`src/rtl/interrupt_controller_if.sv`:
```
// Core-side bundle for the interrupt controller: pins, decode strobes, request/vector and status.
// master = core/pin side driving strobes, slave = the controller.
interface interrupt_controller_if;
   logic        int0;
   logic        int1;
   logic        ei_exec;
   logic        di_exec;
   logic        reti_exec;
   logic        irq_ack;
   logic        irq_req;
   logic [15:0] irq_vector;
   logic        ie;
   logic [1:0]  in_service;

   modport master (
      output int0, int1, ei_exec, di_exec, reti_exec, irq_ack,
      input  irq_req, irq_vector, ie, in_service
   );

   modport slave (
      input  int0, int1, ei_exec, di_exec, reti_exec, irq_ack,
      output irq_req, irq_vector, ie, in_service
   );
endinterface

```
`src/rtl/interrupt_controller.sv`:
```
// INT0/INT1 edge capture, masking, priority and IE save/restore feeding the core's fetch sequencer.
// Latency: pin rise to IRQ_REQ 4 cycles with INTC_SYNC_EN defined, 2 cycles without.
// No backpressure: a request is held until IRQ_ACK; ACK without a request is ignored.
module interrupt_controller #(
   parameter logic [15:0] VECTOR_BASE   = 16'h0004,
   parameter int          VECTOR_STRIDE = 4
) (
   input  logic            clk,
   input  logic            rst,
   interrupt_controller_if.slave bus
);

   localparam logic [15:0] VEC0 = VECTOR_BASE;
   localparam logic [15:0] VEC1 = VECTOR_BASE + 16'(VECTOR_STRIDE);

   logic [1:0]  pin_s;
   logic [1:0]  prev_q;
   logic [1:0]  edge_det;

   logic [1:0]  pend_q, pend_d;
   logic [1:0]  ins_q, ins_d;
   logic [1:0]  ie_save_q, ie_save_d;
   logic        ie_q, ie_d;
   logic        irq_req_q;
   logic [15:0] irq_vector_q;

   logic        ack_take;
   logic        ack_src;
   logic        elig0;
   logic        elig1;

`ifdef INTC_SYNC_EN
   logic [1:0] sync1_q, sync2_q;

   always_ff @(posedge clk or posedge rst) begin
      if (rst) begin
         sync1_q <= 2'b00;
         sync2_q <= 2'b00;
      end else begin
         sync1_q <= {bus.int1, bus.int0};
         sync2_q <= sync1_q;
      end
   end

   assign pin_s = sync2_q;
`else
   assign pin_s = {bus.int1, bus.int0};
`endif

   always_ff @(posedge clk or posedge rst) begin
      if (rst) prev_q <= 2'b00;
      else     prev_q <= pin_s;
   end

   assign edge_det = pin_s & ~prev_q;

   // The granted source is identified by the vector the core sampled this cycle.
   assign ack_take = bus.irq_ack & irq_req_q;
   assign ack_src  = (irq_vector_q == VEC1);

   always_comb begin
      pend_d    = pend_q;
      ins_d     = ins_q;
      ie_d      = ie_q;
      ie_save_d = ie_save_q;

      if (bus.ei_exec) ie_d = 1'b1;
      if (bus.di_exec) ie_d = 1'b0;

      if (ack_take) begin
         pend_d[ack_src]    = 1'b0;
         ins_d[ack_src]     = 1'b1;
         ie_save_d[ack_src] = ie_q;
         ie_d               = 1'b0;
      end

      // RETI retires the level that was in service before any same-cycle ACK.
      if (bus.reti_exec) begin
         if (ins_q[0]) begin
            ins_d[0] = 1'b0;
            ie_d     = ie_save_q[0];
         end else if (ins_q[1]) begin
            ins_d[1] = 1'b0;
            ie_d     = ie_save_q[1];
         end
      end

      if (edge_det[0])         pend_d[0] = 1'b1;
      if (edge_det[1] && ie_q) pend_d[1] = 1'b1;
   end

   // Eligibility excludes whatever this cycle's ACK is consuming so REQ drops right after it.
   assign elig0 = pend_q[0] & ~ins_q[0] & ~(ack_take & ~ack_src);
   assign elig1 = pend_q[1] & ie_q & (ins_q == 2'b00) & ~ack_take;

   always_ff @(posedge clk or posedge rst) begin
      if (rst) begin
         pend_q       <= 2'b00;
         ins_q        <= 2'b00;
         ie_save_q    <= 2'b00;
         ie_q         <= 1'b0;
         irq_req_q    <= 1'b0;
         irq_vector_q <= 16'h0000;
      end else begin
         pend_q    <= pend_d;
         ins_q     <= ins_d;
         ie_save_q <= ie_save_d;
         ie_q      <= ie_d;
         irq_req_q <= elig0 | elig1;
         if (elig0)      irq_vector_q <= VEC0;
         else if (elig1) irq_vector_q <= VEC1;
         else            irq_vector_q <= 16'h0000;
      end
   end

   assign bus.irq_req    = irq_req_q;
   assign bus.irq_vector = irq_vector_q;
   assign bus.ie         = ie_q;
   assign bus.in_service = ins_q;

endmodule

```
`src/flat_wrapper.sv`:
```
// flat-port wrapper written by rule: the top's interface ports become plain ports
module interrupt_controller_flat 
#(
   parameter logic [15:0] VECTOR_BASE   = 16'h0004,
   parameter int          VECTOR_STRIDE = 4
)
  (clk, rst, bus_int0, bus_int1, bus_ei_exec, bus_di_exec, bus_reti_exec, bus_irq_ack, bus_irq_req, bus_irq_vector, bus_ie, bus_in_service);
  interrupt_controller_if bus_i ();
  input  logic clk;
  input  logic rst;
  input wire logic [$bits(bus_i.int0)-1:0] bus_int0;
  input wire logic [$bits(bus_i.int1)-1:0] bus_int1;
  input wire logic [$bits(bus_i.ei_exec)-1:0] bus_ei_exec;
  input wire logic [$bits(bus_i.di_exec)-1:0] bus_di_exec;
  input wire logic [$bits(bus_i.reti_exec)-1:0] bus_reti_exec;
  input wire logic [$bits(bus_i.irq_ack)-1:0] bus_irq_ack;
  output wire logic [$bits(bus_i.irq_req)-1:0] bus_irq_req;
  output wire logic [$bits(bus_i.irq_vector)-1:0] bus_irq_vector;
  output wire logic [$bits(bus_i.ie)-1:0] bus_ie;
  output wire logic [$bits(bus_i.in_service)-1:0] bus_in_service;
  assign bus_i.int0 = bus_int0;
  assign bus_i.int1 = bus_int1;
  assign bus_i.ei_exec = bus_ei_exec;
  assign bus_i.di_exec = bus_di_exec;
  assign bus_i.reti_exec = bus_reti_exec;
  assign bus_i.irq_ack = bus_irq_ack;
  assign bus_irq_req = bus_i.irq_req;
  assign bus_irq_vector = bus_i.irq_vector;
  assign bus_ie = bus_i.ie;
  assign bus_in_service = bus_i.in_service;
  interrupt_controller #(.VECTOR_BASE(VECTOR_BASE), .VECTOR_STRIDE(VECTOR_STRIDE)) u_core (.clk(clk), .rst(rst), .bus(bus_i));
endmodule
```
`config.mk`:
```
export PLATFORM = sky130hd
export DESIGN_NAME = interrupt_controller_flat
export DESIGN_NICKNAME = d
export VERILOG_FILES = /design/src/rtl/interrupt_controller_if.sv /design/src/rtl/interrupt_controller.sv /design/src/flat_wrapper.sv
export SDC_FILE = /design/constraint.sdc
export NUM_CORES = 1
export LEC_CHECK = 0
export BUFFER_PORTS_ARGS = -buffer_cell sky130_fd_sc_hd__buf_4
export CAP_MARGIN = 40
export CELL_PAD_IN_SITES_DETAIL_PLACEMENT = 0
export CELL_PAD_IN_SITES_GLOBAL_PLACEMENT = 1
export CORE_ASPECT_RATIO = 1.4
export CORE_MARGIN = 4
export CORE_UTILIZATION = 32
export CTS_CLUSTER_SIZE = 20
export DETAILED_ROUTE_END_ITERATION = 6
export HOLD_SLACK_MARGIN = 0.05
export PLACE_DENSITY_LB_ADDON = 0.1
export SYNTH_ARGS = -nofsm -noshare
export SYNTH_HDL_FRONTEND = slang
export SYNTH_SLANG_ARGS = --single-unit
```
`constraint.sdc`:
```
create_clock -name clk -period 1.25 [get_ports clk]
set_input_delay 0.0625 -clock clk [delete_from_list [all_inputs] [get_ports clk]]
set_output_delay 0.0625 -clock clk [all_outputs]
set_load 0.01 [all_outputs]
```
==> impl_metrics.json <==
{
  "worst-r2r-cell-count": 3,
  "netlist_area_um2": 603,
  "die_h_um": 59.4,
  "htreeDepth": 1,
  "placed_cell_area_um2": 692,
  "timing.setup.critical_path_class": "register to register",
  "sequential_area_um2": 300,
  "mostFrequentLayoutCell": "buf_4",
  "insertion_delay_to_the_later_sink_of_the_worst_skew_pair_ns": 0.27,
  "postSynthCellCount": 59,
  "rr_startpoint": "u_core.bus.irq_req$_DFF_PP0_",
  "critPathCaptureType": "register",
  "port_buffers": 13,
  "initial_utilization_pct": 33.9,
  "gp_routability_congestion": 0.660,
  "post-route-util_pct": 42.4,
  "power_total_mw": 1.41,
  "route.detailed.vias_per_inst": 4.42,
  "fin_setup_tns_ns": 0,
  "run_status": "finished clean",
  "core_area_um2": 1780,
  "synth_cell_type_count": 18,
  "combinational_group_share_of_total_power_pct": 39.7,
  "tritoncts_num_sinks": 12,
  "flop_to_flop_setup_slack_ns": 0.11,
  "synth.avg_cell_area_um2": 10.2,
  "cp.buffers_inverters": 0,
  "pin_count": 28,
  "min_delay_path_depth": 3,
  "power_density_nw_per_um2": 1870,
  "final_critical_path_setup_slack_ns": 0.111,
  "max-cap-violations": 0,
  "grt_start_max_net_pins": 13,
  "power.share.clock_pct": 16.1,
  "route.final.wire_length_mm": 1.17,
  "drt-pass1-iter-count": 4,
  "ys.warnings.count": 0,
  "place_hpwl_um": 962,
  "worst_ep_required_time_ns": 1.44,
  "finalHoldViolations": 0,
  "critPathMaxFanout": 5,
  "intPower_mw": 0.925,
  "leakage_nw": 0.384,
  "max_clock_freq_mhz": 878,
  "layout.nets": 91,
  "drt_iter0_drc": 1,
  "root_buffer": "clkbuf_4",
  "final.period_utilization_pct": 91.1,
  "timing.hold.worst.start": "bus_di_exec",
  "detailroute.via_count": 446,
  "share_seq_of_total_power_pct": 44.2,
  "crit_chain": "and2_4, o311a_1, a211oi_2",
  "num_rows": 18,
  "commonest_cells_after_routing_fill_and_taps_aside": "buf_4 (16), conb_1 (14), dfrtp_1 (12)",
  "flow.area_growth_from_synthesis_pct": 25.1,
  "netSwitchingPower_mw": 0.486,
  "clk_pin_slew_ns": 0.06,
  "setup_repair_after_global_routing_missed_its_margin": "false",
  "critPathMaxStageDelay_ns": 0.39,
  "post-place-ws_ns": 0.114,
  "cts_inserted_buffers": 3,
  "tritoncts": "yes",
  "setup_viol_count_final": 0,
  "postSynthRegisterBits": 12,
  "worst_setup_path_start_kind": "register",
  "worstReg2RegEnd": "u_core.bus.ie$_DFF_PP0_",
  "grt_pass1_vias": 450,
  "cp.arrival_ns": 1.33,
  "cts_max_path_buffers": 2,
  "synth_sequential_area_ratio_pct": 49.8,
  "worstHoldEndpoint": "u_core.bus.ie$_DFF_PP0_",
  "n_antenna_cell": 0,
  "grt_usage_pct": 10.3,
  "drive_above_1_share_pct": 28.4,
  "grt_antenna_before_repair": 0,
  "crit_path_top_delay_cell": "dfrtp_1",
  "critical_path_depth": 3,
  "minimum_clock_period_ns": 1.14,
  "post_cts.repair.setup_buffers": 0,
  "vdd.ir_drop.worst_uv": 610,
  "postRouteAntennaNets": 0,
  "multi_input_comb_area_um2": 235,
  "average_detailed_routed_wire_length_per_instance_um": 11.6,
  "global_route_wire_length_before_repair_mm": 1.93,
  "hold_path_class": "input port to register",
  "die_width_um": 44.7,
  "power.share.switching_pct": 34.4,
  "finalInstanceArea_um2": 754,
  "timing.final.max_slew_violations": 0,
  "critPathTopFamily": "compound AO/OA/AOI/OAI gates",
  "grt_overflow_total": 0,
  "die-area_um2": 2650,
  "nFillCells": 190,
  "clock_skew_ns": 0.00458,
  "drc_errors": 0
}
-- cell type report --
| type | count | share of cell area, % |
|---|---|---|
| flip-flops and latches | 12 | 39.8 |
| multi-input cells | 43 | 31.2 |
| repair buffers | 20 | 21.2 |
| well taps | 20 | 3.32 |
| clock buffers | 3 | 2.99 |
| inverters | 3 | 1.49 |
-- registers in the layout, summed over array words and instances (netlist names) --
signal and count:
u_core.bus.in_service 2, u_core.bus.irq_vector 2, u_core.ie_save_q 2, u_core.pend_q 2, u_core.prev_q 2, u_core.bus.ie 1
u_core.bus.irq_req 1
-- cells in the mapped netlist --
master	instances	area [µm²]
mux2_2	1	11.3
inv_1	3	11.3
dfrtp_1	12	300
nand2_1	6	22.5
o2bb2ai_1	2	17.5
o311a_1	1	10.0
o21bai_2	1	11.3
nand2b_1	3	18.8
and2_4	1	8.76
nor2_1	2	7.51
a211oi_2	1	12.5
buf_4	14	105
nand4_1	1	6.26
conb_1	1	3.75
nand3_1	2	10.0
o21ai_0	6	30.0
o211a_1	1	10.0
nor2b_1	1	6.26
-- tightest hold or removal path, stage by stage --
cell and delay [ns]:
buf_4 0.07, o21bai_2 0.11, a211oi_2 0.06
-- power groups by stage --
stage / clock (mW) / combinational (mW) / sequential [mW]
floorplan: 0 / 0.304 / 0.655
global placement: 0 / 0.556 / 0.623
detailed placement: 0 / 0.559 / 0.632
CTS: 0.243 / 0.569 / 0.625
global route: 0.254 / 0.633 / 0.648
finish: 0.227 / 0.560 / 0.624
-- how the worst max path moves through the flow --
stage | start | end
floorplan | u_core.bus.irq_req$_DFF_PP0_ | u_core.bus.ie$_DFF_PP0_
global placement | u_core.bus.irq_req$_DFF_PP0_ | u_core.bus.ie$_DFF_PP0_
detailed placement | u_core.bus.irq_req$_DFF_PP0_ | u_core.bus.ie$_DFF_PP0_
CTS | u_core.bus.irq_req$_DFF_PP0_ | u_core.bus.ie$_DFF_PP0_
global route | u_core.bus.irq_req$_DFF_PP0_ | u_core.bus.ie$_DFF_PP0_
finish | u_core.bus.irq_req$_DFF_PP0_ | u_core.bus.ie$_DFF_PP0_
-- per-stage QoR --
step	std cells	hold WS, ns
floorplan	72	-0.0728
global placement	94	0.107
detailed placement	94	0.0995
CTS	101	0.0719
global route	101	0.0753
finish	101	0.0779
-- logic make-up (layout without fill, tap and decap cells) --
family / after synthesis / count (layout) / share of synthesized area (%)
other cells: 1 / 14 / 0.622
compound gates: 12 / 12 / 15.1
flops: 12 / 12 / 49.8
mux: 1 / 1 / 1.87
simple gates: 16 / 16 / 13.3
buf+inv: 17 / 26 / 19.3
-- layer usage --
| metal | track usage [%] | vias up | share of wire (%) | wire (µm) |
|---|---|---|---|---|
| li1 | - | 217 | - | - |
| met4 | 6.47 | 0 | 2.8 | 33 |
| met3 | 2.74 | 4 | 6.4 | 75 |
| met1 | 11.3 | 211 | 36 | 426 |
| met2 | 17.0 | 14 | 54 | 635 |
| met5 | 0 | - | 0 | 0 |
-- repair_timing --
item	CTS	global route
hold buffers	4	0
hold endpoints to repair	17	0
gates resized for setup	0	1
setup endpoints to repair	0	1
Note: power is estimated with default switching activity, not from simulation.
